File: src/rtl/mixer_sd_dac.sv
// ---------------------------------------------------------------------------
// mixer_sd_dac
//
// Mixes CH signed audio channels, each with its own volume and mute, into one
// saturated W-bit sample. The mix is computed serially, one channel per clock.
// A first-order sigma-delta modulator turns the latest mixed sample into a
// 1-bit stream for the board audio pins.
//
// Ports
//   clk_i       single clock for all logic
//   res_n_i     asynchronous active-low reset
//   ce_i        sample strobe; starts one mix when the FSM is idle
//   ch_i        CH packed signed samples, channel k at ch_i[k*W +: W]
//   vol_i       CH packed volumes, 0 = silent, 16 = unity, >16 treated as 16
//   mute_i      per-channel mute, 1 zeroes that channel's contribution
//   sample_o    last mixed, saturated sample
//   sample_v_o  one-cycle pulse when sample_o updates
//   clip_o      one-cycle pulse with sample_v_o when the mix saturated
//   overrun_o   one-cycle pulse after a ce_i that arrived mid-mix
//   busy_o      high from the cycle after ce_i until the result is presented
//   dac_o       sigma-delta bitstream
//
// state    | meaning
// ---------+-------------------------------------------------------------
// ST_IDLE  | waiting for ce_i; latched inputs hold the last mix
// ST_ACC   | accumulating channel idx into acc, one channel per cycle
// ST_SAT   | scaling acc by 1/16, clamping, publishing sample_o
// ---------------------------------------------------------------------------
module mixer_sd_dac #(
   parameter int CH   = 2,
   parameter int W    = 16,
   parameter int VOLW = 5
) (
   input  logic                 clk_i,
   input  logic                 res_n_i,
   input  logic                 ce_i,
   input  logic [CH*W-1:0]      ch_i,
   input  logic [CH*VOLW-1:0]   vol_i,
   input  logic [CH-1:0]        mute_i,
   output logic [W-1:0]         sample_o,
   output logic                 sample_v_o,
   output logic                 clip_o,
   output logic                 overrun_o,
   output logic                 busy_o,
   output logic                 dac_o
);

   localparam int IW    = (CH > 1) ? $clog2(CH) : 1;
   localparam int AW    = W + VOLW + $clog2(CH) + 1;
   localparam int PW    = W + VOLW + 1;
   localparam int UNITY = 16;

   localparam logic [1:0] ST_IDLE = 2'd0;
   localparam logic [1:0] ST_ACC  = 2'd1;
   localparam logic [1:0] ST_SAT  = 2'd2;

   localparam logic signed [AW-1:0] SAT_MAX = {{(AW-W+1){1'b0}}, {(W-1){1'b1}}};
   localparam logic signed [AW-1:0] SAT_MIN = {{(AW-W+1){1'b1}}, {(W-1){1'b0}}};
   localparam logic [W-1:0]         OUT_MAX = {1'b0, {(W-1){1'b1}}};
   localparam logic [W-1:0]         OUT_MIN = {1'b1, {(W-1){1'b0}}};

   logic [1:0]              state;
   logic [IW-1:0]           idx;
   logic signed [AW-1:0]    acc;
   logic [CH*W-1:0]         ch_lat;
   logic [CH*VOLW-1:0]      vol_lat;
   logic [CH-1:0]           mute_lat;
   logic [W:0]              sd;

   logic signed [W-1:0]     cur_ch;
   logic [VOLW-1:0]         cur_vol;
   logic [VOLW:0]           vol_eff;
   logic signed [PW-1:0]    ch_ext;
   logic signed [PW-1:0]    vol_ext;
   logic signed [PW-1:0]    prod;
   logic signed [AW-1:0]    contrib;
   logic signed [AW-1:0]    acc_nxt;
   logic signed [AW-1:0]    shifted;
   logic                    sat_hi;
   logic                    sat_lo;
   logic [W-1:0]            sat_val;
   logic [W-1:0]            sd_u;

   // ---------------- datapath: one channel per cycle ----------------
   always_comb begin
      cur_ch  = ch_lat[idx*W +: W];
      cur_vol = vol_lat[idx*VOLW +: VOLW];
      vol_eff = {1'b0, cur_vol};
      if (32'(cur_vol) > UNITY) begin
         vol_eff = (VOLW+1)'(UNITY);
      end
      // Both factors widened to the product width before the multiply so
      // the signed product cannot overflow.
      ch_ext  = PW'(cur_ch);
      vol_ext = $signed(PW'({1'b0, vol_eff}));
      prod    = ch_ext * vol_ext;
      contrib = mute_lat[idx] ? '0 : AW'(prod);
      acc_nxt = acc + contrib;
   end

   // ---------------- scale by 1/16 and saturate ----------------
   always_comb begin
      shifted = acc >>> 4;
      sat_hi  = (shifted > SAT_MAX);
      sat_lo  = (shifted < SAT_MIN);
      sat_val = shifted[W-1:0];
      if (sat_hi) begin
         sat_val = OUT_MAX;
      end else if (sat_lo) begin
         sat_val = OUT_MIN;
      end
   end

   // ---------------- control FSM ----------------
   always_ff @(posedge clk_i or negedge res_n_i) begin
      if (!res_n_i) begin
         state      <= ST_IDLE;
         idx        <= '0;
         acc        <= '0;
         ch_lat     <= '0;
         vol_lat    <= '0;
         mute_lat   <= '0;
         sample_o   <= '0;
         sample_v_o <= 1'b0;
         clip_o     <= 1'b0;
         overrun_o  <= 1'b0;
      end else begin
         sample_v_o <= 1'b0;
         clip_o     <= 1'b0;
         overrun_o  <= 1'b0;
         case (state)
            ST_IDLE: begin
               if (ce_i) begin
                  ch_lat   <= ch_i;
                  vol_lat  <= vol_i;
                  mute_lat <= mute_i;
                  acc      <= '0;
                  idx      <= '0;
                  state    <= ST_ACC;
               end
            end
            ST_ACC: begin
               overrun_o <= ce_i;
               acc       <= acc_nxt;
               if (idx == IW'(CH-1)) begin
                  state <= ST_SAT;
               end else begin
                  idx <= idx + IW'(1);
               end
            end
            ST_SAT: begin
               overrun_o  <= ce_i;
               sample_o   <= sat_val;
               sample_v_o <= 1'b1;
               clip_o     <= sat_hi | sat_lo;
               state      <= ST_IDLE;
            end
            default: begin
               state <= ST_IDLE;
            end
         endcase
      end
   end

   // The FSM is already idle while the result pulse is visible; busy_o
   // stays high through that cycle so it brackets the whole mix.
   assign busy_o = (state != ST_IDLE) | sample_v_o;

   // ---------------- first-order sigma-delta ----------------
   // Offset-binary input; the carry out of the W-bit accumulator is the
   // output bit, so its density is sd_u / 2^W.
   assign sd_u = {~sample_o[W-1], sample_o[W-2:0]};

   always_ff @(posedge clk_i or negedge res_n_i) begin
      if (!res_n_i) begin
         sd    <= '0;
         dac_o <= 1'b0;
      end else begin
         sd    <= {1'b0, sd[W-1:0]} + {1'b0, sd_u};
         dac_o <= sd[W];
      end
   end

endmodule

File: config.mk
export PLATFORM = sky130hd
export DESIGN_NAME = mixer_sd_dac
export DESIGN_NICKNAME = d
export VERILOG_FILES = /design/src/rtl/mixer_sd_dac.sv
export SDC_FILE = /design/constraint.sdc
export NUM_CORES = 1
export LEC_CHECK = 0
export CELL_PAD_IN_SITES_DETAIL_PLACEMENT = 0
export CELL_PAD_IN_SITES_GLOBAL_PLACEMENT = 1
export CORE_UTILIZATION = 46
export CTS_CLUSTER_SIZE = 40
export DETAILED_ROUTE_END_ITERATION = 6
export DONT_BUFFER_PORTS = 1
export GPL_TIMING_DRIVEN = 0
export HOLD_SLACK_MARGIN = 0.06
export PLACE_DENSITY_LB_ADDON = 0.1
export SETUP_SLACK_MARGIN = 0.3
export SYNTH_ARGS = -nofsm -noshare
export SYNTH_HDL_FRONTEND = slang
export SYNTH_SLANG_ARGS = --single-unit
export TNS_END_PERCENT = 30
File: constraint.sdc
create_clock -name clk_i -period 6.15 [get_ports clk_i]
set_input_delay 0.615 -clock clk_i [delete_from_list [all_inputs] [get_ports clk_i]]
set_output_delay 0.615 -clock clk_i [all_outputs]
set_load 0.02 [all_outputs]
==> out/summary.txt <==
status -> finished with violations
failing checks -> DRC, setup timing
EDFF count, synth -> 0
synthesis warning total -> 0
Final setup viols -> 3
length of the first detailed-routing pass in iterations -> 6
Slew Viols, Final -> 0
Skew-Pair Late Insertion Delay -> 0.36 ns
via count -> 6282
count leader, synth -> nor2_1
Post-Synth Simple-Gate Area -> 12.6%
Port Buf Inserts -> 0
GRT overflow -> 0
Synth area leaders -> dfrtp_1 31%, ha_1 12%, fa_1 12%
Mapped Area -> 8540 um^2
Core ar. -> 18100 um^2
CTS Buf Count -> 9
Post-Route Utilization -> 56.3%
ys async rst share -> 100%
n_diodes -> 0
number of cells on the worst reg-to-reg path -> 32
R2R Path End -> acc[22]$_DFFE_PN0P_
die area -> 19100 um^2
multiplexer share of the synthesized area -> 8.69%
Distinct cells, synth -> 60
clock slew at reported path FFs -> 0.07 ns
TritonCTS clock tree -> built
crit path max fanout -> 8
nets@finish -> 1147
number of fill cells -> 1567
# rows -> 49
Clock H-tree levels -> 3
dpl cells -> 1130
DR DRC count -> 8
worst slew pin tran -> 0.740 ns
vias in the first global route -> 6490
Max Cap Viol -> 0
XOR/XNOR Fraction of Synth Area -> 4.72%
critical path class -> flop to flop
Final Critical Period -> 6.21 ns
post-synth top area cell -> dfrtp_1
Top Ports -> 68
Post-DP HPWL -> 14100 um
DR vias/cell -> 5.24
Register Area -> 2680 um^2
CP endpoint kind -> flop
Layout Cells excl Fill -> 1200
largest net degree at the start of global routing -> 108
Synth Flop Type -> dfrtp_1
Hold Path Class -> primary input to asynchronous set/reset pin
RD Place Congestion -> 0.916
Tcrit/Tclk final -> 101%
setup TNS -> -0.105 ns
Synth-to-Final Area Change -> 19.1%
largest family of logic cells by synthesized area -> adder cells
DR WL/cell -> 15.4 um
maximum clock path buffer count -> 2
CP Launch Type -> flop
share of cells above drive strength 1 -> 22.0%
Max Clock Freq -> 161 MHz
Total GRT Usage -> 20.1%
Avg Cell Area, Syn -> 9.48 um^2
fin worst setup slack -> -0.0565 ns
DRT Wirelength -> 18500 um
die height -> 138 um
compound-gate portion of the synthesized area -> 12.4%
r2r setup slk -> -0.06 ns
CP Data Arrival Time -> 6.50 ns
clock skew -> 0.00915 ns
Hold Vio Cnt, Final -> 0
Multi-input gate area -> 5790 um^2
Slew headroom -> 49.3%
unrepaired setup endpoints after global routing -> true
synth cell count leaders -> 125 x nor2_1, 119 x inv_1, 107 x dfrtp_1
initial antenna violation count -> 0
DP Worst Slack -> -0.332 ns
DRT antenna net count -> 0
Worst EP required -> 6.45 ns
Synth Instances -> 901
#FFs+latches synth -> 107
Post-Synth Adder-Cell Area -> 24.0%
Crit-path slowest cell -> fa_2
syn_nets -> 1081
first-pass GRT wire length -> 30900 um
root buf cell -> clkbuf_16
DR iter-0 viols -> 211
Starting Density -> 47.2%
Worst path most repeated cell -> a21o_1
post-synthesis sequential area ratio -> 31.4%
Chip Width -> 138 um
CP max stage delay -> 0.52 ns
CTS sink cnt -> 107
post-synth top area share -> 31.4%
FF-to-FF Start -> idx$_DFFE_PN0P_
logic make-up after synthesis:
| family | after synthesis |
|---|---|
| adders and majority gates | 133 |
| and+or+nand+nor | 244 |
| DFF | 107 |
| xor gates and xnor gates | 46 |
| AOI/OAI and AO/OA | 160 |
| buffers and inverters | 143 |
| muxes | 68 |
what timing repair did:
item                                    in CTS  in global routing
pin swaps                                   41                 42
endpoints found under the hold margin      107                  0
buffers inserted                            27                 26
hold buffers                                 1                  0
gates cloned                                 1                  0
endpoints found under the setup margin      11                 12
gates resized for setup                     49                 33
placed cells by master, fill, tap and decap left out, types with 15 or more instances in the layout:
master / n
nand2_1: 47
clkbuf_1: 15
ha_1: 77
a21oi_1: 34
buf_4: 50
xnor2_1: 24
nor2_1: 113
xor2_1: 21
o22ai_1: 15
a21o_1: 20
inv_1: 114
dfrtp_1: 107
o21ai_0: 26
mux2_2: 48
fa_1: 50
metal layers:
| layer | track usage, % | vias to the layer above | wire length (um) |
|---|---|---|---|
| met4 | 7.75 | 0 | 473 |
| li1 | - | 3140 | - |
| met3 | 3.33 | 25 | 626 |
| met5 | 0 | - | 0 |
| met2 | 35.6 | 116 | 9390 |
| met1 | 24.7 | 3001 | 8050 |
through the flow:
step,hold WS [ns],area (um^2)
after detailed placement,0.322,9070
final,0.192,10200
after global placement,0.323,9070
after CTS,0.212,9850
after floorplan,0.319,8780
after global routing,0.204,10200
sequential cells by signal, indices dropped and copies added (netlist names):
name and count:
mute_lat 2, overrun_o 1, vol_lat 10, sd 17
ch_lat 32, acc 23, state 2, sample_o 16
clip_o 1, idx 1, sample_v_o 1, dac_o 1
final cells by class:
| class | count | area share (%) |
|---|---|---|
| Buffer | 24 | 2.19 |
| Clock buffer | 10 | 2.25 |
| Clock inverter | 5 | 0.443 |
| Multi-Input combinational cell | 651 | 56.9 |
| Tap cell | 229 | 2.82 |
| Sequential cell | 107 | 26.3 |
| Inverter | 119 | 4.39 |
| Timing Repair Buffer | 55 | 4.65 |
critical path, delay by kind of cell, from the launching register on:
family / cells / cell delay [ns]
AOI/OAI and AO/OA: 11 / 1.63
xor gates and xnor gates: 1 / 0.15
adders and majority gates: 5 / 2.02
buffers and inverters: 9 / 1.08
DFF: 1 / 0.39
muxes: 1 / 0.27
and+or+nand+nor: 5 / 0.61
how the worst max path moves through the flow:
stage / startpoint / endpoint / slack (ns) / depth (start not counted)
floorplan: idx$_DFFE_PN0P_ / acc[19]$_DFFE_PN0P_ / 0.31 / 27
global placement: idx$_DFFE_PN0P_ / acc[21]$_DFFE_PN0P_ / -0.25 / 30
detailed placement: idx$_DFFE_PN0P_ / acc[21]$_DFFE_PN0P_ / -0.33 / 30
CTS: idx$_DFFE_PN0P_ / acc[21]$_DFFE_PN0P_ / 0.01 / 30
global route: idx$_DFFE_PN0P_ / acc[21]$_DFFE_PN0P_ / -0.31 / 30
finish: idx$_DFFE_PN0P_ / acc[22]$_DFFE_PN0P_ / -0.06 / 32
Power is not shown: default switching activity piles up to over one toggle a cycle in this logic, so the estimate is an artifact.
